### src/rtl/serial_word_loader_pkg.sv
// Shared definitions for the serial word loader and the register stage it feeds.
// Holds the FSM state encoding, default geometry and a small width helper.
package serial_word_loader_pkg;

  // Default geometry shared with the downstream write-enabled register stage.
  localparam int DEFAULT_WIDTH = 5;
  localparam int DEFAULT_WORDS = 4;

  // FSM state encoding, kept as plain constants for legacy tool compatibility.
  typedef logic [1:0] state_t;

  localparam state_t ST_IDLE  = 2'd0;
  localparam state_t ST_SHIFT = 2'd1;
  localparam state_t ST_WRITE = 2'd2;
  localparam state_t ST_DONE  = 2'd3;

  // Bits needed to hold the values 0..n-1, never less than one bit.
  function automatic int idxWidth(input int n);
    return (n > 1) ? $clog2(n) : 1;
  endfunction

endpackage

### src/rtl/serial_word_loader_mod_counter.sv
// Modulo-N up counter with synchronous clear and count enable.
// Used by the loader both as the bit counter and as the word counter.
module mod_counter
  import serial_word_loader_pkg::*;
#(
  parameter int MODULUS = 4,
  parameter int CW      = idxWidth(MODULUS)
) (
  input  logic          clk,
  input  logic          rst,
  input  logic          i_clear,
  input  logic          i_enable,
  output logic [CW-1:0] o_count
);

  localparam logic [CW-1:0] MAX_COUNT = CW'(MODULUS - 1);

  logic [CW-1:0] r_count;

  // Count modulo MODULUS; a clear takes priority over an enable in the same cycle.
  always_ff @(posedge clk) begin
    if (rst) begin
      r_count <= '0;
    end else if (i_clear) begin
      r_count <= '0;
    end else if (i_enable) begin
      if (r_count == MAX_COUNT) begin
        r_count <= '0;
      end else begin
        r_count <= r_count + CW'(1);
      end
    end
  end

  assign o_count = r_count;

endmodule

### src/rtl/serial_word_loader.sv
// Serial word loader: gathers a frame of WORDS words from a valid/ready bit
// stream, presents each completed word with a one-cycle write pulse, and
// pulses done after the last word. Every output comes from a register or is
// decoded from the state register, so no input reaches an output directly.
module serial_word_loader
  import serial_word_loader_pkg::*;
#(
  parameter int WIDTH     = DEFAULT_WIDTH,
  parameter int WORDS     = DEFAULT_WORDS,
  parameter bit MSB_FIRST = 1'b1
) (
  input  logic                       clk,
  input  logic                       rst,
  input  logic                       i_start,
  input  logic                       i_ser_in,
  input  logic                       i_ser_valid,
  output logic                       o_ser_ready,
  output logic [WIDTH-1:0]           o_data_out,
  output logic                       o_write_en,
  output logic [idxWidth(WORDS)-1:0] o_word_idx,
  output logic                       o_busy,
  output logic                       o_done
);

  localparam int BITW = idxWidth(WIDTH + 1);
  localparam int IDXW = idxWidth(WORDS);

  localparam logic [BITW-1:0] LAST_BIT_IDX  = BITW'(WIDTH - 1);
  localparam logic [IDXW-1:0] LAST_WORD_IDX = IDXW'(WORDS - 1);

  state_t           r_state;
  state_t           w_state_next;

  logic [WIDTH-1:0] r_shift;
  logic [WIDTH-1:0] w_shift_next;
  logic [WIDTH-1:0] r_data_out;

  logic [BITW-1:0]  w_bit_cnt;
  logic [IDXW-1:0]  w_word_cnt;

  logic             w_in_idle;
  logic             w_in_shift;
  logic             w_in_write;
  logic             w_in_done;
  logic             w_start_accept;
  logic             w_xfer;
  logic             w_last_bit;
  logic             w_last_word;
  logic             w_bit_clear;
  logic             w_bit_enable;
  logic             w_word_clear;
  logic             w_word_enable;

  // State decodes used by both the control logic and the outputs.
  assign w_in_idle  = (r_state == ST_IDLE);
  assign w_in_shift = (r_state == ST_SHIFT);
  assign w_in_write = (r_state == ST_WRITE);
  assign w_in_done  = (r_state == ST_DONE);

  // A bit only moves while shifting; start only counts while idle.
  assign w_start_accept = w_in_idle && i_start;
  assign w_xfer         = w_in_shift && i_ser_valid;
  assign w_last_bit     = w_xfer && (w_bit_cnt == LAST_BIT_IDX);
  assign w_last_word    = (w_word_cnt == LAST_WORD_IDX);

  // The bit counter restarts for each word; the word counter restarts per frame
  // and wraps back to zero as the frame finishes.
  assign w_bit_clear   = w_start_accept || w_in_write;
  assign w_bit_enable  = w_xfer;
  assign w_word_clear  = w_start_accept || w_in_done;
  assign w_word_enable = w_in_write && !w_last_word;

  mod_counter #(
    .MODULUS (WIDTH + 1),
    .CW      (BITW)
  ) u_bit_counter (
    .clk      (clk),
    .rst      (rst),
    .i_clear  (w_bit_clear),
    .i_enable (w_bit_enable),
    .o_count  (w_bit_cnt)
  );

  mod_counter #(
    .MODULUS (WORDS),
    .CW      (IDXW)
  ) u_word_counter (
    .clk      (clk),
    .rst      (rst),
    .i_clear  (w_word_clear),
    .i_enable (w_word_enable),
    .o_count  (w_word_cnt)
  );

  // Next shift-register value: the incoming bit enters at the end opposite to
  // where the first bit of the word must finally sit.
  always_comb begin
    w_shift_next = r_shift;
    if (w_xfer) begin
      if (MSB_FIRST) begin
        w_shift_next = (r_shift << 1) | WIDTH'(i_ser_in);
      end else begin
        w_shift_next = (r_shift >> 1) | (WIDTH'(i_ser_in) << (WIDTH - 1));
      end
    end
  end

  // Shift register accumulates the word in progress; reset drops any partial word.
  always_ff @(posedge clk) begin
    if (rst) begin
      r_shift <= '0;
    end else if (w_xfer) begin
      r_shift <= w_shift_next;
    end
  end

  // Output word is captured as the final bit arrives and held until the next word.
  always_ff @(posedge clk) begin
    if (rst) begin
      r_data_out <= '0;
    end else if (w_last_bit) begin
      r_data_out <= w_shift_next;
    end
  end

  // Next-state selection for the IDLE -> SHIFT -> WRITE -> (SHIFT | DONE) flow.
  always_comb begin
    w_state_next = r_state;
    unique case (r_state)
      ST_IDLE: begin
        if (i_start) begin
          w_state_next = ST_SHIFT;
        end
      end
      ST_SHIFT: begin
        if (w_last_bit) begin
          w_state_next = ST_WRITE;
        end
      end
      ST_WRITE: begin
        w_state_next = w_last_word ? ST_DONE : ST_SHIFT;
      end
      ST_DONE: begin
        w_state_next = ST_IDLE;
      end
      default: begin
        w_state_next = ST_IDLE;
      end
    endcase
  end

  // State register; reset aborts any frame in flight.
  always_ff @(posedge clk) begin
    if (rst) begin
      r_state <= ST_IDLE;
    end else begin
      r_state <= w_state_next;
    end
  end

  assign o_ser_ready = w_in_shift;
  assign o_write_en  = w_in_write;
  assign o_busy      = !w_in_idle;
  assign o_done      = w_in_done;
  assign o_data_out  = r_data_out;
  assign o_word_idx  = w_word_cnt;

endmodule

### config.mk
export PLATFORM = sky130hd
export DESIGN_NAME = serial_word_loader
export DESIGN_NICKNAME = d
export VERILOG_FILES = /design/src/rtl/serial_word_loader_pkg.sv /design/src/rtl/serial_word_loader_mod_counter.sv /design/src/rtl/serial_word_loader.sv
export SDC_FILE = /design/constraint.sdc
export NUM_CORES = 1
export LEC_CHECK = 0
export ABC_AREA = 0
export CAP_MARGIN = 10
export CORE_ASPECT_RATIO = 1.5
export CORE_MARGIN = 4
export CORE_UTILIZATION = 30
export DETAILED_ROUTE_END_ITERATION = 12
export GPL_ROUTABILITY_DRIVEN = 0
export PLACE_DENSITY = 0.54
export SKIP_CTS_REPAIR_TIMING = 1
export SYNTH_ARGS = -nofsm -noshare
export SYNTH_HDL_FRONTEND = slang
export SYNTH_SLANG_ARGS = --single-unit
### constraint.sdc
create_clock -name clk -period 2.7 [get_ports clk]
set_input_delay 0.54 -clock clk [delete_from_list [all_inputs] [get_ports clk]]
set_output_delay 0.54 -clock clk [all_outputs]
set_load 0.03 [all_outputs]
==> impl_results.md, run 1 <==
* Worst-path fanout max at 9
* Crit share post-route at 81.02%
* Mux cell area share after synthesis at 12.27%
* Seq cells post-synth at 16
* Top Metal Used: met4
* P_leak at 0.0003476 µW
* Measured slew at the worst slew-check pin at 550.7 ps
* Crit-path cells: nor2b_1 > clkdlybuf4s50_1
* Met1 WL at 597 µm
* Critical Path AT at 1650 ps
* Filler instances at 225
* RSZ-0062 raised after global routing: false
* Antenna-violating nets left at 0
* Required @ worst endpoint at 2160 ps
* Syn avg cell area at 9.925 µm²
* DP Wirelength at 951 µm
* Die X at 48.40 µm
* Drt total wl at 1247 µm
* VDD IR-drop max at 285.9 µV
* Final Critical Period at 2188 ps
* Cell count after synthesis at 74
* Initial Util at 32.13%
* Finished Layout Cells at 114
* Placed cell count at 110
* Initial antenna violation count at 0
* CTS tree: done
* Placement row count at 21
* Final hold vios at 0
* GRT Resource Usage Total at 8.406%
* Ports at 16
* Peak Freq at 457.1 MHz
* Max-slew headroom at 63.13%
* Fin nets at 98
* Pin count of the biggest net entering global routing at 20
* Antenna Cells at 0
* Worst R2R End: o_data_out[4]
* Sink Count at 16
* Hold path endpoint: o_data_out[1]
* Complex-gate fraction of the synthesized area at 6.985%
* Remaining global-route overflow at 0
* Worst path max stage delay at 690 ps
* Root buffer cell: clkbuf_4
* Met3 wire length at 66 µm
* Total CTS buffers at 3
* Drt wl/cell at 10.94 µm
* Vias in the first global route at 527
* Hold Path Class: register to register
* Cell Area, Synth at 734.5 µm²
* Setup Crit Path Kind: register to output port
* IO Port Bufs at 15
* Cells on worst reg2reg path at 3
* Netlist cell types at 26
* Die Y at 68.60 µm
* Die area at 0.003320 mm²
* # H-tree levels at 1
* Clock-pin slew on the worst setup and hold paths at 90 ps
* Status: complete, no violations
* Register area share after synthesis at 43.61%
* Power per cell area at 474.5 mW/mm²
* Largest family of logic cells by synthesized area: simple AND/OR/NAND/NOR gates
* Vias/cell at 4.746
* DRC viols at 0
* Post-Synth XOR/XNOR Area at 2.385%
* Post-synth net total at 80
* Post-synthesis adder-cell area fraction at 1.704%
* R2r setup slk at 1220 ps
* Simple-Gate Fraction of Synth Area at 29.47%
* Max-cap viol count at 0
* Clock skew at 2.506 ps
* Hold_sp: o_data_out[1]
* DR WL met2 at 566 µm
* CP Launch Type: register
* Area growth from synthesis to layout at 27.77%
* Worst path slowest cell: clkdlybuf4s50_1
* Reg2reg start: r_state[0]
* Setup_tns at 0 ps
* Yosys warns at 0
* Setup violations, final at 0
* CORE AREA at 0.002286 mm²
* WHS Path Cells at 2
* First-pass GRT wire length at 2249 µm
* DR iter-0 viols at 10
* CTS max path bufs at 2
* Via count at 541
* Clk_lat worst skew at 280 ps
* Count of pins over their slew limit at 0
* Pre-antenna DRT Iters at 4
* Crit end category: output port
* Share of cells above drive strength 1 at 8.791%
-- registers in the layout, indices dropped and copies added (netlist names) --
register / cells
o_data_out: 5
r_shift: 4
r_state: 2
u_bit_counter.o_count: 3
u_word_counter.o_count: 2
-- report_power, final --
group / switching (µW) / leakage [µW] / internal (µW) / total (µW)
combinational: 22.5 / 0.000197 / 23.6 / 46.1
clock: 72.0 / 0.0000210 / 82.1 / 154
sequential: 5.54 / 0.000129 / 240 / 245
-- cell usage after synthesis --
cell	n	area [µm²]
nor2_1	6	22.52
nand4b_1	1	8.760
nand2b_1	12	75.07
buf_6	1	11.26
o21ai_0	1	5.000
clkbuf_1	2	7.510
dfxtp_1	16	320.3
o21ba_2	1	10.01
nand2_1	2	7.510
and2b_1	2	15.01
mux2i_1	9	90.09
xnor2_1	1	8.760
or3b_2	1	8.760
nand3b_1	2	15.01
xor2_1	1	8.760
nor2b_1	1	6.260
a21oi_1	3	15.01
a21boi_0	1	7.510
and2_1	2	12.51
nor3b_1	2	15.01
o21bai_1	1	7.510
nor4b_4	1	23.77
o22ai_1	1	6.260
ha_1	1	12.51
inv_1	2	7.510
or3_1	1	6.260
-- through the flow --
stage	utilization, %	total power, µW	hold slack [ps]	cell area [µm²]	setup WS [ps]
2_1_floorplan	-	280.9	451.6	734.5	1223
3_3_place_gp	39.46	297.6	463.4	902.1	674.1
5_1_grt	41.05	473.5	505.4	938.4	414.5
3_5_place_dp	39.46	297.6	464.8	902.1	665.5
6_report	41.05	445.3	478.9	938.4	512.5
4_1_cts	41.05	455.3	485.8	938.4	484.8
-- logic make-up after synthesis --
kind of cell             count (synthesis)
adder cells (fa/ha/maj)                  1
multiplexers                             9
XOR/XNOR                                 2
flip-flops                              16
AO/OA/AOI/OAI                            8
buffers and inverters                    5
AND/OR/NAND/NOR                         33
-- routing by layer --
metal,track usage [%],vias to the layer above
met4,4.152,0
met2,15.03,17
met1,9.567,240
met5,0,-
met3,1.505,4
li1,-,280
-- placed cells by master, fill, tap and decap left out --
cell             synthesis  final
dfxtp_1                 16     16
clkdlybuf4s50_1          0     15
nand2b_1                12     12
mux2i_1                  9      9
nor2_1                   6      6
a21oi_1                  3      3
clkbuf_4                 0      3
inv_1                    2      2
and2b_1                  2      2
and2_1                   2      2
nand2_1                  2      2
nand3b_1                 2      2
nor3b_1                  2      2
nor2b_1                  1      1
nand4b_1                 1      1
or3_1                    1      1
o21bai_1                 1      1
xor2_1                   1      1
nor4b_4                  1      1
o22ai_1                  1      1
xnor2_1                  1      1
o21ai_0                  1      1
a21boi_0                 1      1
o21ba_2                  1      1
or3b_2                   1      1
ha_1                     1      1
clkbuf_8                 0      1
buf_4                    0      1
-- how the worst max path moves through the flow --
| stage | slack (ps) | to | startpoint |
|---|---|---|---|
| 2_1_floorplan | 1220 | o_data_out[0] | i_ser_valid |
| 3_3_place_gp | 670 | o_data_out[1] | i_ser_valid |
| 3_5_place_dp | 670 | o_data_out[0] | i_ser_valid |
| 4_1_cts | 480 | o_ser_ready | r_state[0] |
| 5_1_grt | 410 | o_ser_ready | r_state[0] |
| 6_report | 510 | o_ser_ready | r_state[0] |
-- cell type report --
| cell class | instances | area (µm²) | area share (%) |
|---|---|---|---|
| multi-input cells | 53 | 387.9 | 41.33 |
| flip-flops and latches | 16 | 320.3 | 34.13 |
| repair buffers | 16 | 157.7 | 16.80 |
| clock buffers | 4 | 36.28 | 3.867 |
| well taps | 23 | 28.78 | 3.067 |
| inverters | 2 | 7.507 | 0.8000 |
-- critical path: cells and delay by family (launching register included) --
| kind | cells | cell delay, ps |
|---|---|---|
| buf+inv | 1 | 690 |
| simple gates | 1 | 210 |
| flops | 1 | 460 |
(Power assumes the default switching activity.)
==> run 2, diff against run 1 <==
--- a/config.mk
+++ b/config.mk
@@ -12,7 +12,7 @@
 export CORE_UTILIZATION = 30
 export DETAILED_ROUTE_END_ITERATION = 12
 export GPL_ROUTABILITY_DRIVEN = 0
-export PLACE_DENSITY = 0.54
+export PLACE_DENSITY = 0.56
 export SKIP_CTS_REPAIR_TIMING = 1
 export SYNTH_ARGS = -nofsm -noshare
 export SYNTH_HDL_FRONTEND = slang
==> constraint.sdc (replaced) <==
create_clock -name clk -period 1.8 [get_ports clk]
set_input_delay 0.36 -clock clk [delete_from_list [all_inputs] [get_ports clk]]
set_output_delay 0.36 -clock clk [all_outputs]
set_load 0.03 [all_outputs]
==> run 2 against run 1 <==
  * Sequential cell count did not move
  * Worst setup slack got worse by 430 ps
  * Sequential power increased by 50%
  * Combinational power is 55% higher
  * Non-clock buffer count is 4 higher
  * Via count grew 1.3%
  * Register-to-register slack worse by 750 ps
  * Cell count rose by 2.6%
  * Clock skew down 2.0 ps
  * Hold slack lost 2.0 ps
  * Clock power increased by 19%
  * Critical path type unchanged
  * Critical endpoint is now o_word_idx[0]
  * Largest power group unchanged
==> impl_results.md, run 2 (synthesized netlist as in run 1, its figures left out) <==
* Status: complete, no violations
* Max-slew headroom at 78.80%
* Antenna Cells at 0
* First-pass GRT wire length at 2152 µm
* Antenna-violating nets left at 0
* Power per cell area at 644.4 mW/mm²
* Placed cell count at 114
* Finished Layout Cells at 117
* GRT Resource Usage Total at 8.143%
* Remaining global-route overflow at 0
* Crit path max-delay family: buffers and inverters
* Final Critical Period at 1719 ps
* DP Wirelength at 1009 µm
* Initial Util at 32.13%
* R2r setup slk at 470 ps
* Logic pwr share at 11.5%
* Drt wl/cell at 11.22 µm
* WP depth at 1
* P_leak at 0.0004245 µW
* Leading cell type in the layout, fill and taps excluded: dfxtp_1
* Pre-antenna DRT Iters at 2
* Via count at 548
* Filler instances at 235
* Initial antenna violation count at 0
* Fin nets at 102
* Worst R2R End: o_data_out[4]
* Max reg flops at 5
* Final hold vios at 0
* Required @ worst endpoint at 1440 ps
* Setup violations, final at 0
* Sw Share at 23.72%
* Clock skew at 0.5313 ps
* Die X at 48.40 µm
* CTS max path bufs at 2
* CORE AREA at 0.002286 mm²
* CP Launch Type: register
* Worst path max stage delay at 690 ps
* Die Y at 68.60 µm
* Buffers & Inverters on Critical Path at 1
* Placement row count at 21
* Area growth from synthesis to layout at 31.35%
* Seq pwr share at 59.1%
* VDD IR-drop max at 315.9 µV
* Setup Crit Path Kind: register to output port
* Clk_lat worst skew at 280 ps
* Reg2reg start: r_state[0]
* Setup_tns at 0 ps
* Drt total wl at 1313 µm
* Critical Path AT at 1360 ps
* Peak Freq at 581.8 MHz
* CTS tree: done
* Worst path slowest cell: clkdlybuf4s50_1
* Cells on worst reg2reg path at 4
* Internal power at 474.1 µW
* CP Capture Point: o_word_idx[0]
* RSZ-0062 raised after global routing: false
* Crit-path cells: clkdlybuf4s50_1
* Count of pins over their slew limit at 0
* DR iter-0 viols at 14
* Crit end category: output port
* Clock-pin slew on the worst setup and hold paths at 90 ps
* IO Port Bufs at 15
* Share of cells above drive strength 1 at 11.70%
* # H-tree levels at 1
* Switching power at 147.5 µW
* Pin count of the biggest net entering global routing at 12
* Worst-path fanout max at 3
* Measured slew at the worst slew-check pin at 317.5 ps
* Sink Count at 16
* Most frequent cells in the layout: 16 x dfxtp_1, 12 x nand2b_1, 11 x clkdlybuf4s50_1
* Ports at 16
* Crit share post-route at 95.48%
* Vias in the first global route at 548
* Share of total power in the clock network at 29.4%
* Max-cap viol count at 0
* DRC viols at 0
* Die area at 0.003320 mm²
* Vias/cell at 4.684
* CP startpoint: u_word_counter.o_count[0]
* Hold Path Class: register to register
* Total CTS buffers at 3
* Root buffer cell: clkbuf_4
* Final hold slack at 477.0 ps
[run 2: cell type report]
cell class | count | area, µm² | share of cell area [%]
repair buffers | 20 | 197.7 | 20.49
clock buffers | 3 | 22.52 | 2.335
well taps | 23 | 28.78 | 2.983
multi-input cells | 53 | 387.9 | 40.21
flip-flops and latches | 16 | 320.3 | 33.20
inverters | 2 | 7.507 | 0.7782
[run 2: power groups by stage]
| stage | clock [µW] | sequential (µW) | combinational (µW) |
|---|---|---|---|
| after floorplan | 0 | 374 | 47.6 |
| after global placement | 0 | 375 | 72.7 |
| after detailed placement | 0 | 376 | 73.1 |
| after CTS | 192 | 367 | 73.3 |
| after global routing | 203 | 369 | 78.3 |
| final | 183 | 367 | 71.3 |
[run 2: layer usage]
layer	vias to the layer above	routed length (µm)	share of wire, %	GRT usage (%)
met2	14	603	46	14.38
met5	-	0	0	0
met4	0	0	0	4.152
li1	290	-	-	-
met1	244	639	49	8.816
met3	0	71	5.4	2.366
[run 2: how the worst min path moves through the flow]
stage                       start       endpoint  slack (ps)  cells past startpoint
global placement    o_data_out[0]  o_data_out[0]         460                      2
detailed placement  o_data_out[2]  o_data_out[2]         470                      2
finish              o_data_out[2]  o_data_out[2]         480                      2
global route        o_data_out[1]  o_data_out[1]         500                      2
floorplan              r_shift[3]  o_data_out[4]         450                      2
CTS                 o_data_out[2]  o_data_out[2]         480                      2
[run 2: through the flow]
step / instance area (µm²) / setup slack (ps) / util (%) / power, µW
final: 964.7 / 81.32 / 42.20 / 621.6
after global routing: 964.7 / 56.19 / 42.20 / 650.4
after CTS: 954.7 / -201.3 / 41.76 / 632.7
after detailed placement: 932.1 / 101.5 / 40.78 / 448.8
after global placement: 932.1 / 104.6 / 40.78 / 447.8
after floorplan: 734.5 / 431.0 / - / 421.4
==> run 3, diff against run 2 <==
--- a/config.mk
+++ b/config.mk
@@ -5,7 +5,7 @@
 export SDC_FILE = /design/constraint.sdc
 export NUM_CORES = 1
 export LEC_CHECK = 0
-export ABC_AREA = 0
+export ABC_AREA = 1
 export CAP_MARGIN = 10
 export CORE_ASPECT_RATIO = 1.5
 export CORE_MARGIN = 4
==> run 3 against run 2 <==
  * Hold slack lost 21 ps
  * Register-to-register slack gained 100 ps
  * Synthesized cell count grew 42%
  * Critical endpoint unchanged
  * Critical path type unchanged
  * Clock-buffer cell count is the same
  * Power grew 6.8%
  * Clock skew grew 0.62 ps
  * Critical path depth is the same
  * Non-clock buffer count shrank 2
==> impl_results.md, run 3 <==
* Status: complete, no violations
* Worst path max stage delay at 690 ps
* Setup violations, final at 0
* IO Port Bufs at 15
* Initial antenna violation count at 0
* # H-tree levels at 1
* Logic pwr share at 16.4%
* Max-slew headroom at 78.42%
* Filler instances at 245
* Die area at 0.003247 mm²
* Max reg flops at 5
* Max-cap viol count at 0
* Cell count after synthesis at 105
* Met1 global-route usage at 11.40%
* RSZ-0062 raised after global routing: false
* WHS Path Cells at 2
* Required @ worst endpoint at 1440 ps
* Placement-stage worst setup slack at 98.64 ps
* GRT Resource Usage Total at 10.29%
* Ports at 16
* Worst path slowest cell: clkdlybuf4s50_1
* Met2 usage at 16.39%
* CORE AREA at 0.002260 mm²
* VDD IR-drop max at 283.6 µV
* Vias/cell at 4.497
* Pre-antenna DRT Iters at 4
* P_leak at 0.0004652 µW
* Final Critical Period at 1713 ps
* Hold_sp: r_shift[3]
* Root buffer cell: clkbuf_4
* CP startpoint: u_word_counter.o_count[0]
* Netlist cell types at 15
* Clock skew at 1.155 ps
* Antenna Cells at 0
* Synth cell count leaders: 30 x nand2_1, 18 x nor2_1, 16 x dfxtp_1
* Total CTS buffers at 3
* Area leader, netlist: dfxtp_1
* Crit-path cells: clkdlybuf4s50_1
* Placed cell count at 144
* R2r setup slk at 570 ps
* Clk_lat worst skew at 270 ps
* Setup Crit Path Kind: register to output port
* Sw Share at 26.49%
* Yosys warns at 0
* Seq cells post-synth at 16
* Share of cells above drive strength 1 at 7.258%
* Vias in the first global route at 638
* Register area share after synthesis at 44.76%
* Most frequent cells in the layout: 30 x nand2_1, 18 x nor2_1, 16 x dfxtp_1
* First-pass GRT wire length at 2408 µm
* Share of the synthesized area in the top cell type at 44.76%
* Final WS setup at 87.26 ps
* Die X at 47.88 µm
* Remaining global-route overflow at 0
* Seq pwr share at 56.7%
* Fin nets at 132
* Leading cell type in the layout, fill and taps excluded: nand2_1
* Post-synth EDFFs at 0
* Internal power at 488.2 µW
* Most Used Layer, Global Route: met2
* Switching power at 175.9 µW
* Syn avg cell area at 6.816 µm²
* Post-Place Cell Area at 902.1 µm²
* Hold Path Class: register to register
* Antenna-violating nets left at 0
* Hold path endpoint: r_shift[3]
* Cell Area, Synth at 715.7 µm²
* Pin count of the biggest net entering global routing at 12
* Most used DFF post-synth: dfxtp_1
* Fin area at 934.6 µm²
* Buffers & Inverters on Critical Path at 1
* CTS max path bufs at 2
* Crit path max-delay family: buffers and inverters
* Drt wl/cell at 9.646 µm
* Top-count cell post-synth: nand2_1
* Post-layout util at 41.36%
* Worst-path fanout max at 3
* Placement row count at 21
* Cells on worst reg2reg path at 6
* Die Y at 67.82 µm
* Finished Layout Cells at 147
* Share of total power in the clock network at 26.9%
* Initial Util at 31.67%
* Drt total wl at 1418 µm
* Critical Path AT at 1350 ps
* Reg2reg start: r_state[1]
* Area growth from synthesis to layout at 30.59%
* Clock-pin slew on the worst setup and hold paths at 80 ps
* DP Wirelength at 1109 µm
* CP Launch Type: register
* Measured slew at the worst slew-check pin at 323.4 ps
* Sink Count at 16
* GRT met3 Usage at 2.895%
* Worst R2R End: o_data_out[2]
* Count of pins over their slew limit at 0
* FFs w/ async S/R, synth at 0%
* Post-synth net total at 111
* Crit end category: output port
* Final hold vios at 0
* CTS tree: done
* Top post-synthesis cells by area: dfxtp_1 45%, nand2_1 16%, nor2_1 9.4%, inv_1 7.9%, a21oi_1 5.6%
* Via count at 661
* Setup_tns at 0 ps
* DRC viols at 0
* DR iter-0 viols at 5
* Power per cell area at 710.6 mW/mm²
* Crit share post-route at 95.15%
* Peak Freq at 583.9 MHz
[run 3: changes by cell type after synthesis, moves of 3 or more]
cell      before  now
inv_1          2   15
nand2b_1      12    0
o21ai_0        1    4
a21oi_1        3    8
mux2i_1        9    0
nand3_1        0    4
nand2_1        2   30
nor2_1         6   18
[run 3: kinds of logic after synthesis]
group | Yosys count | share of synthesized area [%]
and+or+nand+nor | 57 | 32.87
buffers and inverters | 17 | 9.964
DFF | 16 | 44.76
AOI/OAI and AO/OA | 13 | 9.441
xor gates and xnor gates | 1 | 1.224
adders and majority gates | 1 | 1.748
[run 3: stage by stage]
stage	total power, µW	hold WS [ps]
after global placement	495.4	447.3
after global routing	708.9	479.9
final	664.1	455.8
after detailed placement	495.8	446.8
after floorplan	454.3	429.1
after CTS	682.3	460.0
[run 3: worst max path at each step]
stage / end / slack, ps / cells after the start
2_1_floorplan: u_word_counter.o_count[0] / 400 / 5
3_3_place_gp: o_ser_ready / 130 / 4
3_5_place_dp: o_ser_ready / 100 / 4
4_1_cts: o_ser_ready / -220 / 4
5_1_grt: o_word_idx[0] / 20 / 1
6_report: o_word_idx[0] / 90 / 1
[run 3: layout make-up]
| cell class | instances | area [µm²] | share of cell area, % |
|---|---|---|---|
| tap | 23 | 28.78 | 3.079 |
| timing repair buffer | 18 | 182.7 | 19.54 |
| clock buffer | 3 | 22.52 | 2.410 |
| inverter | 15 | 56.30 | 6.024 |
| sequential | 16 | 320.3 | 34.27 |
| multi-input combinational | 72 | 324.1 | 34.67 |
[run 3: power by group through the flow]
stage	logic, µW	clock network, µW	registers, µW
3_3_place_gp	111	0	384
2_1_floorplan	70.0	0	384
3_5_place_dp	111	0	384
4_1_cts	112	194	376
5_1_grt	122	209	379
6_report	109	179	377
[run 3: per-layer routing]
metal | wire, µm | share of wire [%]
met4 | 16 | 1.1
met3 | 86 | 6.1
met2 | 709 | 50
met1 | 604 | 43
met5 | 0 | 0
